--- src/rtl/mem_stage_pkg.sv ---
// rtl/mem_stage_pkg.sv - shared FSM encodings, default widths and MEM/WB bubble constants
package mem_stage_pkg;
  localparam int DEF_DATA_W  = 32;
  localparam int DEF_ADDR_W  = 32;
  localparam int DEF_REG_W   = 5;
  localparam int DEF_TIMEOUT = 64;

  typedef enum logic {
    ST_IDLE = 1'b0,
    ST_WAIT = 1'b1
  } mem_state_e;

  localparam logic BUBBLE_REGWRITE = 1'b0;
  localparam logic BUBBLE_MEMTOREG = 1'b0;
endpackage

--- src/rtl/mem_stage_wb_register.sv ---
// rtl/mem_stage_wb_register.sv - MEM/WB pipeline register; bubble clears controls, holds data
module mem_wb_register
  import mem_stage_pkg::*;
#(
  parameter int DATA_W = DEF_DATA_W,
  parameter int REG_W  = DEF_REG_W
) (
  input  logic              clk,
  input  logic              rst,
  input  logic              load,
  input  logic              bubble,
  input  logic [DATA_W-1:0] read_data_in,
  input  logic [DATA_W-1:0] alu_result_in,
  input  logic [REG_W-1:0]  write_reg_in,
  input  logic              mem_to_reg_in,
  input  logic              reg_write_in,
  output logic [DATA_W-1:0] read_data,
  output logic [DATA_W-1:0] alu_result,
  output logic [REG_W-1:0]  write_reg,
  output logic              mem_to_reg,
  output logic              reg_write
);
  logic [DATA_W-1:0] read_data_q, read_data_d;
  logic [DATA_W-1:0] alu_result_q, alu_result_d;
  logic [REG_W-1:0]  write_reg_q, write_reg_d;
  logic              mem_to_reg_q, mem_to_reg_d;
  logic              reg_write_q, reg_write_d;

  always_comb begin
    read_data_d  = read_data_q;
    alu_result_d = alu_result_q;
    write_reg_d  = write_reg_q;
    mem_to_reg_d = mem_to_reg_q;
    reg_write_d  = reg_write_q;
    if (load) begin
      read_data_d  = read_data_in;
      alu_result_d = alu_result_in;
      write_reg_d  = write_reg_in;
      mem_to_reg_d = mem_to_reg_in;
      reg_write_d  = reg_write_in;
    end else if (bubble) begin
      // Data fields keep their old value; only the controls are squashed.
      mem_to_reg_d = BUBBLE_MEMTOREG;
      reg_write_d  = BUBBLE_REGWRITE;
    end
  end

  always_ff @(posedge clk or negedge rst) begin
    if (!rst) begin
      read_data_q  <= '0;
      alu_result_q <= '0;
      write_reg_q  <= '0;
      mem_to_reg_q <= 1'b0;
      reg_write_q  <= 1'b0;
    end else begin
      read_data_q  <= read_data_d;
      alu_result_q <= alu_result_d;
      write_reg_q  <= write_reg_d;
      mem_to_reg_q <= mem_to_reg_d;
      reg_write_q  <= reg_write_d;
    end
  end

  assign read_data  = read_data_q;
  assign alu_result = alu_result_q;
  assign write_reg  = write_reg_q;
  assign mem_to_reg = mem_to_reg_q;
  assign reg_write  = reg_write_q;
endmodule

--- src/rtl/mem_stage.sv ---
// rtl/mem_stage.sv - pipeline MEM stage: dmem req/ack FSM with timeout, branch resolve, MEM/WB
// Optional MEM_ALIGN_CHECK_EN drops word-misaligned accesses and pulses mem_misalign.
module mem_stage
  import mem_stage_pkg::*;
#(
  parameter int DATA_W  = DEF_DATA_W,
  parameter int ADDR_W  = DEF_ADDR_W,
  parameter int REG_W   = DEF_REG_W,
  parameter int TIMEOUT = DEF_TIMEOUT
) (
  input  logic              clk,
  input  logic              rst,
  input  logic [DATA_W-1:0] EX_MEM_ALUResult,
  input  logic [DATA_W-1:0] EX_MEM_ReadData2,
  input  logic [REG_W-1:0]  EX_MEM_WriteReg,
  input  logic              EX_MEM_Zero,
  input  logic              EX_MEM_Branch,
  input  logic              EX_MEM_MemRead,
  input  logic              EX_MEM_MemWrite,
  input  logic              EX_MEM_MemToReg,
  input  logic              EX_MEM_RegWrite,
  output logic              dmem_req,
  output logic              dmem_we,
  output logic [ADDR_W-1:0] dmem_addr,
  output logic [DATA_W-1:0] dmem_wdata,
  input  logic [DATA_W-1:0] dmem_rdata,
  input  logic              dmem_ack,
  output logic              mem_stall,
  output logic              PCSrc,
  output logic              mem_error,
  output logic              mem_misalign,
  output logic [DATA_W-1:0] MEM_WB_ReadData,
  output logic [DATA_W-1:0] MEM_WB_ALUResult,
  output logic [REG_W-1:0]  MEM_WB_WriteReg,
  output logic              MEM_WB_MemToReg,
  output logic              MEM_WB_RegWrite
);
  localparam int CNT_W = $clog2(TIMEOUT + 1);

  mem_state_e        state_q, state_d;
  logic [CNT_W-1:0]  cnt_q, cnt_d;
  logic              mem_error_q, mem_error_d;
  logic              access, misalign, eff_access, abort, stall_raw, wb_load;
  logic [DATA_W-1:0] wb_read_data;

  assign access = EX_MEM_MemRead | EX_MEM_MemWrite;
`ifdef MEM_ALIGN_CHECK_EN
  assign misalign = access & (|EX_MEM_ALUResult[1:0]);
`else
  assign misalign = 1'b0;
`endif
  assign eff_access = access & ~misalign;

  always_comb begin
    state_d = state_q;
    cnt_d   = cnt_q;
    abort   = 1'b0;
    case (state_q)
      ST_IDLE: begin
        cnt_d = '0;
        if (eff_access && !dmem_ack) begin
          state_d = ST_WAIT;
          cnt_d   = CNT_W'(1);
        end
      end
      ST_WAIT: begin
        if (dmem_ack) begin
          state_d = ST_IDLE;
          cnt_d   = '0;
        end else if (cnt_q >= CNT_W'(TIMEOUT - 1)) begin
          // The counter already includes the IDLE request cycle.
          abort   = 1'b1;
          state_d = ST_IDLE;
          cnt_d   = '0;
        end else begin
          cnt_d = cnt_q + CNT_W'(1);
        end
      end
      default: begin
        state_d = ST_IDLE;
        cnt_d   = '0;
      end
    endcase
  end

  assign mem_error_d = mem_error_q | abort;

  always_ff @(posedge clk or negedge rst) begin
    if (!rst) begin
      state_q     <= ST_IDLE;
      cnt_q       <= '0;
      mem_error_q <= 1'b0;
    end else begin
      state_q     <= state_d;
      cnt_q       <= cnt_d;
      mem_error_q <= mem_error_d;
    end
  end

  // Reset gates the combinational handshake so an open access is dropped at once.
  assign dmem_req     = rst & (eff_access | (state_q == ST_WAIT));
  assign dmem_we      = EX_MEM_MemWrite;
  assign dmem_addr    = EX_MEM_ALUResult[ADDR_W-1:0];
  assign dmem_wdata   = EX_MEM_ReadData2;
  assign stall_raw    = eff_access & ~dmem_ack & ~abort;
  assign mem_stall    = rst & stall_raw;
  assign PCSrc        = EX_MEM_Branch & EX_MEM_Zero;
  assign mem_error    = mem_error_q;
  assign mem_misalign = misalign;

  assign wb_load      = ~stall_raw & ~abort & ~misalign;
  assign wb_read_data = (EX_MEM_MemRead & ~EX_MEM_MemWrite & dmem_ack) ? dmem_rdata : '0;

  mem_wb_register #(
    .DATA_W(DATA_W),
    .REG_W (REG_W)
  ) u_mem_wb (
    .clk          (clk),
    .rst          (rst),
    .load         (wb_load),
    .bubble       (~wb_load),
    .read_data_in (wb_read_data),
    .alu_result_in(EX_MEM_ALUResult),
    .write_reg_in (EX_MEM_WriteReg),
    .mem_to_reg_in(EX_MEM_MemToReg),
    .reg_write_in (EX_MEM_RegWrite),
    .read_data    (MEM_WB_ReadData),
    .alu_result   (MEM_WB_ALUResult),
    .write_reg    (MEM_WB_WriteReg),
    .mem_to_reg   (MEM_WB_MemToReg),
    .reg_write    (MEM_WB_RegWrite)
  );
endmodule

--- config.mk ---
export PLATFORM = sky130hd
export DESIGN_NAME = mem_stage
export DESIGN_NICKNAME = d
export VERILOG_FILES = /design/src/rtl/mem_stage_pkg.sv /design/src/rtl/mem_stage_wb_register.sv /design/src/rtl/mem_stage.sv
export SDC_FILE = /design/constraint.sdc
export NUM_CORES = 1
export LEC_CHECK = 0
export BUFFER_PORTS_ARGS = -buffer_cell sky130_fd_sc_hd__buf_2
export CORE_MARGIN = 4
export CORE_UTILIZATION = 29
export CTS_CLUSTER_DIAMETER = 80
export CTS_CLUSTER_SIZE = 28
export DETAILED_ROUTE_END_ITERATION = 16
export GPL_TIMING_DRIVEN = 1
export PLACE_DENSITY = 0.67
export SKIP_CTS_REPAIR_TIMING = 1
export SLEW_MARGIN = 20
export SYNTH_ARGS = -nofsm -noshare
export SYNTH_HDL_FRONTEND = slang
export SYNTH_SLANG_ARGS = --single-unit
--- constraint.sdc ---
create_clock -name clk -period 5.75 [get_ports clk]
set_clock_uncertainty 0.1 [all_clocks]
set_input_delay 0.2875 -clock clk [delete_from_list [all_inputs] [get_ports clk]]
set_output_delay 0.2875 -clock clk [all_outputs]
set_load 0.02 [all_outputs]
==> reports/results.tsv <==
metric	value	unit
status	completed	
critical path endpoint category	flip-flop	
Final Hold Fails	0	
worst slew pin tran	0.6719	ns
post-layout util	37.66	%
Clock transition at path regs	0.06	ns
synthesis-stage register bit count	80	
initial antenna violation count	0	
share of power burned in registers	43.4	%
fin area	4374	sq um
Final HPWL DP	6213	um
GRT Util Overall	11.90	%
worst hold path type	in -> reg	
leak pwr	2.295	nW
DP Cell Count	519	
maximum vdd drop	0.0001392	V
overall die height	117.9	um
post-layout minimum cycle time	2.635	ns
Buffers on Ports	185	
vias per cell	4.483	
share of cells above drive strength 1	59.80	%
filler instances	1149	
Critical Path RT	5.86	ns
Layout Area Growth over Synthesis	24.86	%
CTS tree	done	
worst r2r path cells	6	
final worst setup slack	3.115	ns
post-synthesis adder-cell area fraction	0.3571	%
Hold Crit Depth	2	
TNS Setup	0	ns
power per cell area	334.6	nW/um^2
Worst Path Buf+Inv	1	
Comb pwr share	17.3	%
core area	11610	sq um
CP max-delay cell	a21o_2	
Synth Flop Type	dfrtp_1	
antenna viol nets, final	0	
critical path cell sequence	ha_1, a21oi_2, o21ai_1, a21o_2, buf_4, mux2_2	
vias in the first global route	2567	
Switching Fraction	26.96	%
syn_area_per_cell	13.27	sq um
Clock Tree Root	clkbuf_16	
maximum buffer depth of the clock tree	2	
Post-Synth XOR/XNOR Area	0.7500	%
Psw	394.6	uW
post-synthesis cell type count	30	
Clk pwr share	39.4	%
largest net degree at the start of global routing	44	
diode count	0	
Reg area	2002	sq um
dpl cell area	4056	sq um
area of the multi-input gates	917.1	sq um
sequential share of the synthesized area	57.14	%
IO Pins	251	
Routed WL	8096	um
Initial Util	30.17	%
largest fanout on the critical path	35	
Final period util	45.82	%
critical path arrival	2.75	ns
fmax	379.6	MHz
final setup violation count	0	
Die ar.	13900	sq um
drt pass-1 iters	4	
Max-cap violations	0	
vias	2403	
Ys Warns	0	
Final nets	499	
mux share of post-synthesis cell area	11.89	%
htree depth	3	
cell count after synthesis	264	
CP delay by family, top	compound AO/OA/AOI/OAI gates	
WP depth	6	
number of flops mapped to enable cells by yosys	0	
WS Path Type	reg -> reg	
P_int	1.069	mW
Final Non-Filler Cells	536	
Cell Area, Synth	3503	sq um
largest family of logic cells by synthesized area	buffers and inverters	
crit-path max cell delay	0.59	ns
Critical Path Start Type	flip-flop	
Clock Latency Late Sink	0.33	ns
Clock Sinks	80	
WL/cell	15.10	um
initial DRC count	75	
Synth Area in Compound Gates	9.750	%
RSZ-0062 raised after global routing	no	
Post-route DRC	0	
Async S/R FF share, synth	100.0	%
routability cong.	0.7649	
row count	39	
total grt overflow	0	
global-route wire length before repair	13240	um
Final Slew Violations	0	
slew margin rel.	55.21	%
Post-Synth Simple-Gate Area	3.107	%
Design Power	1.464	mW
CTS buffer count	9	
Die W	117.9	um
dpl ws	3.071	ns
hold slack	0.07253	ns
## Yosys cell counts, types with 2 or more instances
cell type,count,share of area (%)
and3_1,4,0.71
nand3_1,3,0.43
buf_2,2,0.29
inv_1,2,0.21
o21ai_0,2,0.29
mux2_2,27,8.7
buf_4,66,14
buf_6,6,1.9
nand2_1,3,0.32
nor2_1,7,0.75
mux2_1,10,3.2
xor2_1,2,0.50
dfrtp_1,80,57
clkbuf_1,3,0.32
a22o_1,32,8.0
## final cells by class
cell class,instances,area share (%)
clock inverter,5,1.259
inverter,2,0.1716
multi-input combinational,106,20.97
tap,143,4.090
timing repair buffer,189,21.97
clock buffer,11,5.778
sequential,80,45.77
## power groups by stage
stage          combinational (mW)  clock (mW)  sequential (mW)
6_report                    0.253       0.576            0.635
5_1_grt                     0.273       0.622            0.642
4_1_cts                     0.258       0.596            0.636
3_5_place_dp                0.258           0            0.645
3_3_place_gp                0.253           0            0.644
2_1_floorplan               0.140           0            0.701
## placed cells by master (no fill, tap or decap), types with 2 or more instances in the layout
master / synthesis / final
clkbuf_16: 0 / 9
o21ai_0: 2 / 2
and3_1: 4 / 4
a22o_1: 32 / 32
nand2_1: 3 / 3
mux2_2: 27 / 27
nor2_1: 7 / 6
nand3_1: 3 / 3
clkbuf_8: 0 / 2
mux2_1: 10 / 10
dfrtp_1: 80 / 80
inv_1: 2 / 2
conb_1: 1 / 2
clkinv_2: 0 / 2
buf_2: 2 / 184
xor2_1: 2 / 2
clkinvlp_4: 0 / 2
buf_4: 66 / 4
## kinds of logic (layout without fill, tap and decap cells)
kind of cell | after synthesis | in the layout
flops | 80 | 80
buf+inv | 79 | 207
compound gates | 41 | 41
mux | 37 | 37
simple gates | 22 | 22
xor+xnor | 3 | 3
fa+ha+maj | 1 | 1
other cells | 1 | 2
## worst paths after layout
kind                               start                     end  slack, ns
max                             cnt_q[0]  u_mem_wb.alu_result[4]       3.12
min                        dmem_rdata[5]   u_mem_wb.read_data[5]       0.07
max reg2reg                     cnt_q[0]  u_mem_wb.alu_result[4]       3.12
min reg2reg                    mem_error               mem_error       0.36
max in group asynchronous            rst  u_mem_wb.read_data[21]       4.20
min in group asynchronous            rst  u_mem_wb.read_data[30]       0.37
## metal layers
metal	vias to the layer above	GRT usage [%]	wire, um
li1	1098	-	-
met1	1156	13.54	3211
met2	128	20.05	4013
met3	21	3.844	688
met4	0	5.934	182
met5	-	0	0
Note: power is estimated with default switching activity, not from simulation.
